**src/rtl/regfile_wb_arbiter_pkg.sv**
```systemverilog
// Shared constants and helpers for the register-file writeback arbiter.
package regfile_wb_arbiter_pkg;

  localparam int unsigned DEF_NUM_SRC = 3;
  localparam int unsigned DEF_XLEN    = 32;
  localparam int unsigned DEF_AW      = 5;

  // Architectural register count tracked by the scoreboard.
  localparam int unsigned NUM_REGS = 32;

  // x0 is hardwired to zero: writes to it are accepted but never committed.
  localparam logic [DEF_AW-1:0] REG_ZERO = 5'd0;

  // (base + off) mod n, assuming base < n and off < n.
  function automatic int unsigned wrap_add(int unsigned base, int unsigned off, int unsigned n);
    int unsigned s;
    s = base + off;
    return (s >= n) ? (s - n) : s;
  endfunction

endpackage

```
**src/rtl/regfile_wb_arbiter_if.sv**
```systemverilog
// Writeback request bus plus the registered register-file write port.
interface regfile_wb_arbiter_if
  import regfile_wb_arbiter_pkg::*;
#(
  parameter int unsigned NUM_SRC = DEF_NUM_SRC,
  parameter int unsigned XLEN    = DEF_XLEN,
  parameter int unsigned AW      = DEF_AW
) ();

  logic [NUM_SRC-1:0]      req_valid;
  logic [NUM_SRC*AW-1:0]   req_addr;
  logic [NUM_SRC*XLEN-1:0] req_data;
  logic [NUM_SRC-1:0]      req_ready;
  logic                    we3;
  logic [AW-1:0]           a3;
  logic [XLEN-1:0]         wd3;

  // Requesters side: present writes, observe grants and the write port.
  modport master (
    output req_valid, req_addr, req_data,
    input  req_ready, we3, a3, wd3
  );

  // Arbiter side.
  modport slave (
    input  req_valid, req_addr, req_data,
    output req_ready, we3, a3, wd3
  );

endinterface

```
**src/rtl/regfile_wb_arbiter_rr_arbiter.sv**
```systemverilog
// Round-robin arbiter: one-hot grant searched upward from the pointer, with wrap.
module regfile_wb_arbiter_rr_arbiter
  import regfile_wb_arbiter_pkg::*;
#(
  parameter int unsigned NUM_SRC = DEF_NUM_SRC
) (
  input  logic               clk,
  input  logic               rst_n,
  input  logic [NUM_SRC-1:0] req,
  output logic [NUM_SRC-1:0] gnt,
  output logic               gnt_valid
);

  localparam int unsigned PW = (NUM_SRC > 1) ? $clog2(NUM_SRC) : 1;

  logic [PW-1:0] ptr_q, ptr_d;
  logic [PW-1:0] gnt_idx;

  // Pick the first requester at or after the pointer.
  always_comb begin
    logic [PW-1:0] idx;
    gnt       = '0;
    gnt_valid = 1'b0;
    gnt_idx   = '0;
    idx       = '0;
    for (int unsigned k = 0; k < NUM_SRC; k++) begin
      idx = PW'(wrap_add(32'(ptr_q), k, NUM_SRC));
      if (!gnt_valid && req[idx]) begin
        gnt[idx]  = 1'b1;
        gnt_valid = 1'b1;
        gnt_idx   = idx;
      end
    end
  end

  // Advance past the winner so it becomes lowest priority next time.
  always_comb begin
    ptr_d = ptr_q;
    if (gnt_valid) begin
      ptr_d = (gnt_idx == PW'(NUM_SRC - 1)) ? '0 : gnt_idx + PW'(1);
    end
  end

  // Pointer register.
  always_ff @(posedge clk or negedge rst_n) begin
    if (!rst_n) begin
      ptr_q <= '0;
    end else begin
      ptr_q <= ptr_d;
    end
  end

endmodule

```
**src/rtl/regfile_wb_arbiter.sv**
```systemverilog
// Shares the register-file write port among writeback units and tracks pending writes.
module regfile_wb_arbiter
  import regfile_wb_arbiter_pkg::*;
#(
  parameter int unsigned NUM_SRC = DEF_NUM_SRC,
  parameter int unsigned XLEN    = DEF_XLEN,
  parameter int unsigned AW      = DEF_AW
) (
  input  logic                 clk,
  input  logic                 rst_n,
  regfile_wb_arbiter_if.slave  bus,
  input  logic                 issue_en,
  input  logic [AW-1:0]        issue_rd,
  input  logic [AW-1:0]        chk_a1,
  input  logic [AW-1:0]        chk_a2,
  output logic                 hazard,
  output logic [NUM_REGS-1:0]  sb_busy
);

  logic [NUM_SRC-1:0]  req_masked;
  logic [NUM_SRC-1:0]  gnt;
  logic                gnt_valid;
  logic [AW-1:0]       sel_addr;
  logic [XLEN-1:0]     sel_data;

  logic                we3_q;
  logic [AW-1:0]       a3_q;
  logic [XLEN-1:0]     wd3_q;

  logic [NUM_REGS-1:0] busy_q, busy_d;

  // No grants may leak out while reset is held.
  assign req_masked = bus.req_valid & {NUM_SRC{rst_n}};

  regfile_wb_arbiter_rr_arbiter #(
    .NUM_SRC (NUM_SRC)
  ) u_rr_arbiter (
    .clk       (clk),
    .rst_n     (rst_n),
    .req       (req_masked),
    .gnt       (gnt),
    .gnt_valid (gnt_valid)
  );

  assign bus.req_ready = gnt;

  // One-hot mux of the granted source's address and data.
  always_comb begin
    sel_addr = '0;
    sel_data = '0;
    for (int unsigned i = 0; i < NUM_SRC; i++) begin
      if (gnt[i]) begin
        sel_addr = sel_addr | bus.req_addr[i*AW +: AW];
        sel_data = sel_data | bus.req_data[i*XLEN +: XLEN];
      end
    end
  end

  // Registered write stage; x0 writes are consumed without a write pulse.
  always_ff @(posedge clk or negedge rst_n) begin
    if (!rst_n) begin
      we3_q <= 1'b0;
      a3_q  <= '0;
      wd3_q <= '0;
    end else begin
      we3_q <= gnt_valid && (sel_addr != AW'(REG_ZERO));
      if (gnt_valid) begin
        a3_q  <= sel_addr;
        wd3_q <= sel_data;
      end
    end
  end

  assign bus.we3 = we3_q;
  assign bus.a3  = a3_q;
  assign bus.wd3 = wd3_q;

  // Scoreboard next state: a new issue supersedes a same-cycle commit.
  always_comb begin
    busy_d    = busy_q;
    busy_d[0] = 1'b0;
    for (int r = 1; r < int'(NUM_REGS); r++) begin
      if (issue_en && (issue_rd == AW'(r))) begin
        busy_d[r] = 1'b1;
      end else if (we3_q && (a3_q == AW'(r))) begin
        busy_d[r] = 1'b0;
      end
    end
  end

  // Scoreboard register; bits stay set through the commit cycle.
  always_ff @(posedge clk or negedge rst_n) begin
    if (!rst_n) begin
      busy_q <= '0;
    end else begin
      busy_q <= busy_d;
    end
  end

  // Read-after-write stall from registered busy bits only.
  always_comb begin
    hazard = ((chk_a1 != AW'(REG_ZERO)) && busy_q[chk_a1]) ||
             ((chk_a2 != AW'(REG_ZERO)) && busy_q[chk_a2]);
  end

  assign sb_busy = busy_q;

endmodule
```
**src/flat_wrapper.sv**
```systemverilog
// flat-port wrapper written by rule: the top's interface ports become plain ports
module regfile_wb_arbiter_flat import regfile_wb_arbiter_pkg::*;
#(
  parameter int unsigned NUM_SRC = DEF_NUM_SRC,
  parameter int unsigned XLEN    = DEF_XLEN,
  parameter int unsigned AW      = DEF_AW
)
  (clk, rst_n, issue_en, issue_rd, chk_a1, chk_a2, hazard, sb_busy, bus_req_valid, bus_req_addr, bus_req_data, bus_req_ready, bus_we3, bus_a3, bus_wd3);
  regfile_wb_arbiter_if #(.NUM_SRC(NUM_SRC), .XLEN(XLEN), .AW(AW)) bus_i ();
  input  logic clk;
  input  logic rst_n;
  input  logic issue_en;
  input  logic [AW-1:0] issue_rd;
  input  logic [AW-1:0] chk_a1;
  input  logic [AW-1:0] chk_a2;
  output logic hazard;
  output logic [NUM_REGS-1:0] sb_busy;
  input wire logic [$bits(bus_i.req_valid)-1:0] bus_req_valid;
  input wire logic [$bits(bus_i.req_addr)-1:0] bus_req_addr;
  input wire logic [$bits(bus_i.req_data)-1:0] bus_req_data;
  output wire logic [$bits(bus_i.req_ready)-1:0] bus_req_ready;
  output wire logic [$bits(bus_i.we3)-1:0] bus_we3;
  output wire logic [$bits(bus_i.a3)-1:0] bus_a3;
  output wire logic [$bits(bus_i.wd3)-1:0] bus_wd3;
  assign bus_i.req_valid = bus_req_valid;
  assign bus_i.req_addr = bus_req_addr;
  assign bus_i.req_data = bus_req_data;
  assign bus_req_ready = bus_i.req_ready;
  assign bus_we3 = bus_i.we3;
  assign bus_a3 = bus_i.a3;
  assign bus_wd3 = bus_i.wd3;
  regfile_wb_arbiter #(.NUM_SRC(NUM_SRC), .XLEN(XLEN), .AW(AW)) u_core (.clk(clk), .rst_n(rst_n), .bus(bus_i), .issue_en(issue_en), .issue_rd(issue_rd), .chk_a1(chk_a1), .chk_a2(chk_a2), .hazard(hazard), .sb_busy(sb_busy));
endmodule
```
**config.mk**
```make
export PLATFORM = sky130hd
export DESIGN_NAME = regfile_wb_arbiter_flat
export DESIGN_NICKNAME = d
export VERILOG_FILES = /design/src/rtl/regfile_wb_arbiter_pkg.sv /design/src/rtl/regfile_wb_arbiter_if.sv /design/src/rtl/regfile_wb_arbiter_rr_arbiter.sv /design/src/rtl/regfile_wb_arbiter.sv /design/src/flat_wrapper.sv
export SDC_FILE = /design/constraint.sdc
export NUM_CORES = 1
export LEC_CHECK = 0
export BUFFER_PORTS_ARGS = -buffer_cell sky130_fd_sc_hd__buf_4
export CORE_MARGIN = 2
export CORE_UTILIZATION = 27
export CTS_BUF_LIST = sky130_fd_sc_hd__clkbuf_4 sky130_fd_sc_hd__clkbuf_8
export DETAILED_ROUTE_END_ITERATION = 10
export PLACE_DENSITY = 0.49
export SLEW_MARGIN = 20
export SYNTH_ARGS = -nofsm -noshare
export SYNTH_HDL_FRONTEND = slang
export SYNTH_SLANG_ARGS = --single-unit
```
**constraint.sdc**
```tcl
create_clock -name clk -period 6.3 [get_ports clk]
set_input_delay 1.26 -clock clk [delete_from_list [all_inputs] [get_ports clk]]
set_output_delay 1.26 -clock clk [all_outputs]
set_load 0.01 [all_outputs]
```
Word level (Yosys, flattened, before mapping)
Index checks and enable logic that the tools add are counted.
{"block": "op_classes", "addsub": 6, "magnitude_cmp": 11, "n_eq_ne": 63, "n_mux": 97, "bitwise": 7, "reduce_logical": 107}
{"operator": "$eq A5 B5 Y1 const B", "n": 32}
{"operator": "$mux W32", "n": 3}
{"operator": "$eq A5 B4 Y1 const B", "n": 16}
{"operator": "$mux W1", "n": 73}
{"operator": "$logic_and A1 B1 Y1", "n": 70}
{"operator": "$or A32 B32 Y32", "n": 2}
{"operator": "$reduce_bool A2 Y1", "n": 31}
{"operator": "$eq A5 B3 Y1 const B", "n": 8}
{"operator": "$eq A5 B2 Y1 const B", "n": 4}
{"operator": "$mux W5", "n": 3}
{"operator": "$reduce_bool A5 Y1", "n": 3}
{"operator": "$mux W2", "n": 7}
{"operator": "$lt A5 B6 Y1 const B", "n": 2}
{"operator": "$bmux W1 S5", "n": 2}
{"operator": "$eq A5 B1 Y1 const B", "n": 2}
{"operator": "$or A5 B5 Y5", "n": 2}
{"operator": "$lt A2 B3 Y1 const B", "n": 3}
{"operator": "$mux W3", "n": 3}
{"operator": "$bmux W1 S2", "n": 3}
{"operator": "$demux W1 S2", "n": 3}
{"operator": "$ge A2 B1 Y1 const B", "n": 3}
{"operator": "$ge A3 B2 Y1 const B", "n": 2}
{"operator": "$or A3 B3 Y3", "n": 2}
{"operator": "$sub A2 B2 Y2 const B", "n": 3}
{"operator": "8 further kinds", "n": 9}
{"block": "word_totals", "regBits": 71, "inputBits": 132, "wordCells": 326}

Longest topological paths before layout
Gate-level depths: netlist (run 1).
{"block": "logic_depth", "word_depth": 18, "mapped_depth": 11, "ltp_nobuf": 8}

Hierarchy
Synthesis (run 1) repeated with hierarchy kept, for this count alone.
{"block": "hier_totals", "hier_cells": 430, "area_unflattened_um2": 4170.2}
{"module": "regfile_wb_arbiter", "instances": 1, "cells_per_inst": 369, "area_each_um2": 3681.0, "seq_area_each_um2": 1726.7}
{"module": "regfile_wb_arbiter_rr_arbiter", "instances": 1, "cells_per_inst": 61, "area_each_um2": 489.2, "seq_area_each_um2": 50.0}

Worst setup path before layout (run 1)
OpenSTA, ideal clock, no wires.
{"block": "synth_timing", "path_kind": "input port to output port", "startpoint": "input port chk_a1[0]", "endpoint": "output port hazard", "arrival_time_ns": 2.692, "required_time_ns": 5.040, "path_slack_ns": 2.348, "path_stages": 5, "path_buffers": 1, "cell_sequence": "buf_2 -> mux4_2 -> mux4_2 -> mux2i_1 -> nand2_1"}
{"block": "synth_between", "elab_chain_cells": 4, "word_cells_on_any_way": 5}
{"item": "from (decl)", "line": "flat_wrapper.sv:14", "rtl": "input logic [AW-1:0] chk_a1;"}
{"item": "$bmux W1 S5", "line": "regfile_wb_arbiter.sv:102", "rtl": "hazard = ((chk_a1 != AW'(REG_ZERO)) && busy_q[chk_a1]) ||"}
{"item": "$mux W1 (not written as such)", "line": "regfile_wb_arbiter.sv:102"}
{"item": "$logic_and A1 B1 Y1 *", "line": "regfile_wb_arbiter.sv:102"}
{"item": "$logic_or A1 B1 Y1 *", "line": "regfile_wb_arbiter.sv:102"}
{"item": "to (decl)", "line": "flat_wrapper.sv:16", "rtl": "output logic hazard;"}
Mark *: on every way between the ends. The rest lies on a longest branch, timed or not. The select of a mux whose other input is x is not followed.

Final worst setup path (run 1)
Ends and elaborated chain as after synthesis.

==> qor.txt, run 1 <==
status = complete, no violations
max-cap violations = 0
drt drc = 0
Syn Std Cell Area = 3900 µm²
WL/cell = 19.3 µm
Final Hold Vio Count = 0
GRT Total Usage = 18.7%
delay of the slowest critical-path stage = 0.52 ns
GP Congestion = 0.877
Post-Syn Instances = 386
Slew Viols, Final = 0
Reg2Reg Setup Slack = 3.53 ns
clk buf depth = 2
Yosys top cell area share = 45.6%
Initial Utilization = 27.9%
Peak VDD IR = 0.351 mV
CTS tree = done
# port buffers = 204
CP Class = primary input to output pin
total power per unit cell area = 491 nW/µm²
detailed placer's ending HPWL = 11200 µm
setup violators final = 0
CP startpoint kind = primary input
initial antenna violation count = 0
worst hold endpoint = u_core.bus.wd3[4]$_DFFE_PN0P_
Worst-Margin Slew = 0.720 ns
ranking of synthesized cells by area = dfrtp_1, mux4_2, a222oi_1
top cells by instance count after synthesis = nand2_1, dfrtp_1, o21ai_0
Die Wd = 124 µm
reg2reg path depth = 9
critical path cell sequence = buf_4 > mux4_2 > mux4_2 > mux2i_1 > nand2_1 > buf_4
register area share after synthesis = 45.6%
Avg Inst Size Synth = 10.1 µm²
crit path capture type = output pin
postcts setup bufs = 0
worst rel slew slack = 52.0%
minimum clock period = 4.06 ns
number of synthesized flops with an enable pin = 0
multi-input logic area = 1980 µm²
layout cell share with drive strength beyond 1 = 43.0%
DRT Pass-1 Iters = 6
Synth Warn # = 0
number of global-route vias before repair = 3937
via count = 4052
post-CTS resize count = 0
Reg-to-Reg End = u_core.bus.we3$_DFF_PN0_
I/O pins = 206
row count = 43
most common cell in the synthesized netlist = nand2_1
Clock Latency Late Sink = 0.34 ns
CTS Root Cell = clkbuf_8
DRT antenna net count = 0
fill cell count = 1402
crit path max fanout = 9
worst hold path depth = 2
global-route wire length before repair = 21700 µm
Syn Nets = 522
setup TNS = 0 ns
total gr overflow = 0
Placeable Area = 14000 µm²
Area growth, synth to finish = 48.1%
via/cell ratio = 5.29
CTS H-tree lvls = 3
slowest CP cell = mux4_2
Clock Skews = 0.00977 ns
final period utilization = 64.5%
number of diodes = 0
largest net degree at the start of global routing = 84
hold path start = u_core.bus.wd3[4]$_DFFE_PN0P_
r2r startpoint = u_core.u_rr_arbiter.ptr_q[1]$_DFFE_PN0P_
Top FF cell, synth = dfrtp_1
Layout Cell Area excl Fill = 5780 µm²
HP Class = flip-flop to flip-flop
Unique masters post-synth = 37
Total Die Area = 15400 µm²
asr flop ratio synth = 100%
FF+latch area = 1780 µm²
clock-pin slew on the worst setup and hold paths = 0.08 ns
Critical Path AT = 2.80 ns
dpl cell area = 5550 µm²
Required @ worst endpoint = 5.04 ns
Num CTS Buffers = 9
Net count, final = 717
post-synth top area cell = dfrtp_1
Yosys reg bits = 71
f_max = 246 MHz
die height = 124 µm
RSZ-0062 raised after global routing = no
clock sink count = 71
hold_buf cts = 0
WL final = 14800 µm
placed insts = 749
count of non-filler cells in the finished layout = 766
Leak = 2.64 nW
initial DRC count = 463
-- metrics by stage --
stage                     setup WS [ns]  hold slack, ns  total power, mW  util (%)
after global routing               2.14           0.557             3.04      41.3
after global placement             2.00           0.505             2.45      39.7
final                              2.24           0.530             2.84      41.3
after detailed placement           1.96           0.506             2.46      39.7
after CTS                          1.96           0.527             2.83      41.1
after floorplan                    2.35           0.498             1.77         -
-- layout by cell type (no fill, tap or decap), types with 6 or more instances in the layout --
cell / synthesis / final
mux4_2: 18 / 18
dfrtp_1: 71 / 71
buf_4: 2 / 206
nor2b_1: 8 / 8
mux2i_1: 6 / 6
nand3_1: 9 / 9
nand4_1: 6 / 6
nand2_1: 92 / 92
clkbuf_8: 0 / 9
o21ai_0: 68 / 68
a222oi_1: 37 / 37
-- registers in the layout (all words and copies together) (netlist names) --
signal,cells
u_core.bus.wd3,32
u_core.sb_busy,31
u_core.bus.a3,5
u_core.u_rr_arbiter.ptr_q,2
u_core.bus.we3,1
-- kinds of logic after synthesis --
group,share of synthesized area [%]
buffers and inverters,4.17
flip-flops,45.6
AND/OR/NAND/NOR,15.7
other,0.0962
multiplexers,12.5
AO/OA/AOI/OAI,20.7
adder cells (fa/ha/maj),1.28
-- where the power goes --
part | leakage (nW) | switching, mW | internal, mW
Combinational | 1.71 | 0.777 | 0.751
Sequential | 0.833 | 0.253 | 0.689
Clock | 0.0956 | 0.183 | 0.184
-- layer usage --
layer | global-route usage (%) | vias to the layer above | routed length (µm)
met5 | 0 | - | 0
met1 | 24.1 | 1925 | 5950
met4 | 5.13 | 0 | 199
met3 | 5.13 | 17 | 1420
met2 | 30.9 | 247 | 7180
li1 | - | 1863 | -
-- critical path: cells and delay by family --
family / cells / cell delay (ns)
buffers and inverters: 2 / 0.32
multiplexers: 3 / 1.14
AND/OR/NAND/NOR: 1 / 0.08
-- final cells by class --
class                           instances  share of cell area, %
Tap cell                              180                   3.90
Clock inverter                          7                   1.26
Sequential cell                        71                   30.8
Timing Repair Buffer                  208                   27.4
Multi-Input combinational cell        287                   34.2
Clock buffer                            9                   2.14
Inverter                                4                  0.260
-- worst max path at each step --
| stage | end | from | slack [ns] |
|---|---|---|---|
| 6_report | hazard | chk_a1[0] | 2.24 |
| 5_1_grt | hazard | chk_a2[0] | 2.14 |
| 4_1_cts | bus_req_ready[0] | bus_req_valid[1] | 1.96 |
| 3_5_place_dp | bus_req_ready[0] | bus_req_valid[1] | 1.96 |
| 3_3_place_gp | bus_req_ready[0] | bus_req_valid[1] | 2.00 |
| 2_1_floorplan | hazard | chk_a1[0] | 2.35 |
No activity file was read; power rests on OpenSTA's default activity.
==> inputs of run 2 (changes only) <==
==> constraint.sdc (replaced) <==
create_clock -name clk -period 4.2 [get_ports clk]
set_input_delay 0.84 -clock clk [delete_from_list [all_inputs] [get_ports clk]]
set_output_delay 0.84 -clock clk [all_outputs]
set_load 0.01 [all_outputs]
==> run 2 against run 1 <==
Against the previous run:
- design area fell by 0.30%
- sequential cell count did not move
- worst setup slack worse by 1.5 ns
- sequential share of layout area up 0.094 points
- sequential power is 51% higher
- hold slack worse by 0.13 ns
- via count increased by 1.7%
- highest routed layer unchanged
==> qor.txt, run 2 (synthesis results as in run 1) <==
RSZ-0062 raised after global routing = no
post-CTS resize count = 0 (unchanged)
Final Hold Vio Count = 0 (unchanged)
reg2reg path depth = 9 (unchanged)
global-route wire length before repair = 22400 µm (+3.0%)
max-cap violations = 0 (unchanged)
WL final = 14800 µm (+0.35%)
Setup Slack @ Placement = 0.977 ns (-0.984 ns)
Layout Cell Area excl Fill = 5760 µm² (-0.30%)
largest net degree at the start of global routing = 54 (-36%)
Reg2Reg Setup Slack = 1.45 ns (-2.08 ns)
crit path max fanout = 35 (+26)
setup slack after layout = 0.713 ns (-1.52 ns)
clock sink count = 71 (unchanged)
max reg flops = 32 (unchanged)
I/O pins = 206 (unchanged)
slowest CP cell = dfrtp_1
CP Class = flip-flop to output pin
total gr overflow = 0 (unchanged)
Crit path max-delay family = buffers and inverters
r2r startpoint = u_core.u_rr_arbiter.ptr_q[0]$_DFFE_PN0P_
Leak = 2.63 nW (-0.33%)
Final Power = 4.25 mW (+50%)
Initial Utilization = 27.9% (unchanged)
clk buf depth = 2 (unchanged)
fill cell count = 1410 (+0.57%)
Clock Skews = 0.00990 ns (+0.000130 ns)
Slew Viols, Final = 0 (unchanged)
postcts setup bufs = 0 (unchanged)
initial antenna violation count = 0 (unchanged)
CTS H-tree lvls = 3 (unchanged)
layout cell share with drive strength beyond 1 = 43.0% (unchanged)
number of global-route vias before repair = 4088 (+3.8%)
Top cell by count, worst path = buf_4
die height = 124 µm (unchanged)
HP Class = primary input to asynchronous set/reset pin
delay of the slowest critical-path stage = 0.43 ns (-0.09 ns)
WL/cell = 19.3 µm (+0.35%)
clock-pin slew on the worst setup and hold paths = 0.08 ns (about the same)
Net count, final = 717 (unchanged)
dpl cell area = 5560 µm² (+0.14%)
crit path capture type = output pin
most frequent cells in the layout = buf_4, nand2_1, dfrtp_1
f_max = 287 MHz
critical path cell sequence = inv_1 > ha_1 > mux2i_1 > o21ai_1 > a211oi_2 > nor2_2 > buf_4 > buf_4
final period utilization = 83.0%
GP Congestion = 0.901 (+2.7%)
number of diodes = 0 (unchanged)
drt drc = 0 (unchanged)
CP startpoint kind = flip-flop
row count = 43 (unchanged)
via/cell ratio = 5.38 (+1.7%)
CTS Root Cell = clkbuf_8
CP Buf/Inv Count = 3 (+1)
hold_buf cts = 0 (unchanged)
Area growth, synth to finish = 47.7%
DRT Pass-1 Iters = 5 (-1)
total power per unit cell area = 738 nW/µm² (+50%)
worst rel slew slack = 54.2% (+2.2 points)
Reg-to-Reg End = u_core.bus.we3$_DFF_PN0_
Placeable Area = 14000 µm² (unchanged)
setup violators final = 0 (unchanged)
Required @ worst endpoint = 3.36 ns (-1.68 ns)
# port buffers = 204 (unchanged)
Num CTS Buffers = 9 (unchanged)
Worst-Margin Slew = 0.687 ns (-0.0331 ns)
setup TNS = 0 ns (unchanged)
most common cell after layout, fill and taps aside = buf_4
DRT antenna net count = 0 (unchanged)
Clock Latency Late Sink = 0.34 ns (about the same)
Peak VDD IR = 0.316 mV (-9.9%)
Die Wd = 124 µm (unchanged)
detailed placer's ending HPWL = 11600 µm (+2.9%)
CTS tree = done
via count = 4120 (+1.7%)
GRT Total Usage = 19.3% (+0.62 points)
status = complete, no violations
minimum clock period = 3.49 ns
Total Die Area = 15400 µm² (unchanged)
initial DRC count = 361 (-22%)
Critical Path AT = 2.65 ns (-0.15 ns)
run 2: cell types whose count changed in the layout (fill, tap and decap cells not counted), sizes merged:
cell      delta
clkbuf       +2
clkinv       -2
clkinvlp     +1
inv          -1
run 2: report_power, final:
part	internal, mW	total [mW]	switching, mW
Combinational	1.10	2.28	1.17
Clock	0.296	0.552	0.256
Sequential	1.03	1.42	0.387
run 2: routing by layer:
| layer | part of all wire [%] | vias up | track usage, % | wire length, µm |
|---|---|---|---|---|
| met5 | 0 | - | 0 | 0 |
| met4 | 2.1 | 0 | 6.81 | 308 |
| met3 | 8.5 | 26 | 5.17 | 1260 |
| met2 | 49 | 209 | 31.3 | 7190 |
| met1 | 41 | 2024 | 24.9 | 6050 |
| li1 | - | 1861 | - | - |
run 2: how the worst max path moves through the flow:
stage / from / slack [ns] / cells past startpoint / end
finish: u_core.u_rr_arbiter.ptr_q[1]$_DFFE_PN0P_ / 0.71 / 8 / bus_req_ready[2]
global placement: chk_a1[0] / 0.97 / 6 / hazard
global route: u_core.u_rr_arbiter.ptr_q[1]$_DFFE_PN0P_ / 0.50 / 8 / bus_req_ready[2]
floorplan: chk_a1[0] / 1.09 / 5 / hazard
CTS: u_core.u_rr_arbiter.ptr_q[0]$_DFFE_PN0P_ / 0.71 / 7 / bus_req_ready[0]
detailed placement: chk_a1[0] / 0.98 / 6 / hazard
run 2: layout make-up:
type	count	area (µm²)	area share, %
inverter	4	15.0	0.261
multi-input combinational	287	1980	34.3
sequential	71	1780	30.8
clock buffer	11	145	2.52
tap	180	225	3.91
clock inverter	5	57.6	0.999
timing repair buffer	208	1560	27.1
run 2: through the flow:
stage / cells / utilization [%] / hold WS (ns)
final: 766 / 41.2 / 0.398
after global routing: 766 / 41.2 / 0.396
after CTS: 766 / 41.2 / 0.377
after detailed placement: 750 / 39.7 / 0.510
after global placement: 750 / 39.7 / 0.505
after floorplan: 386 / - / 0.498
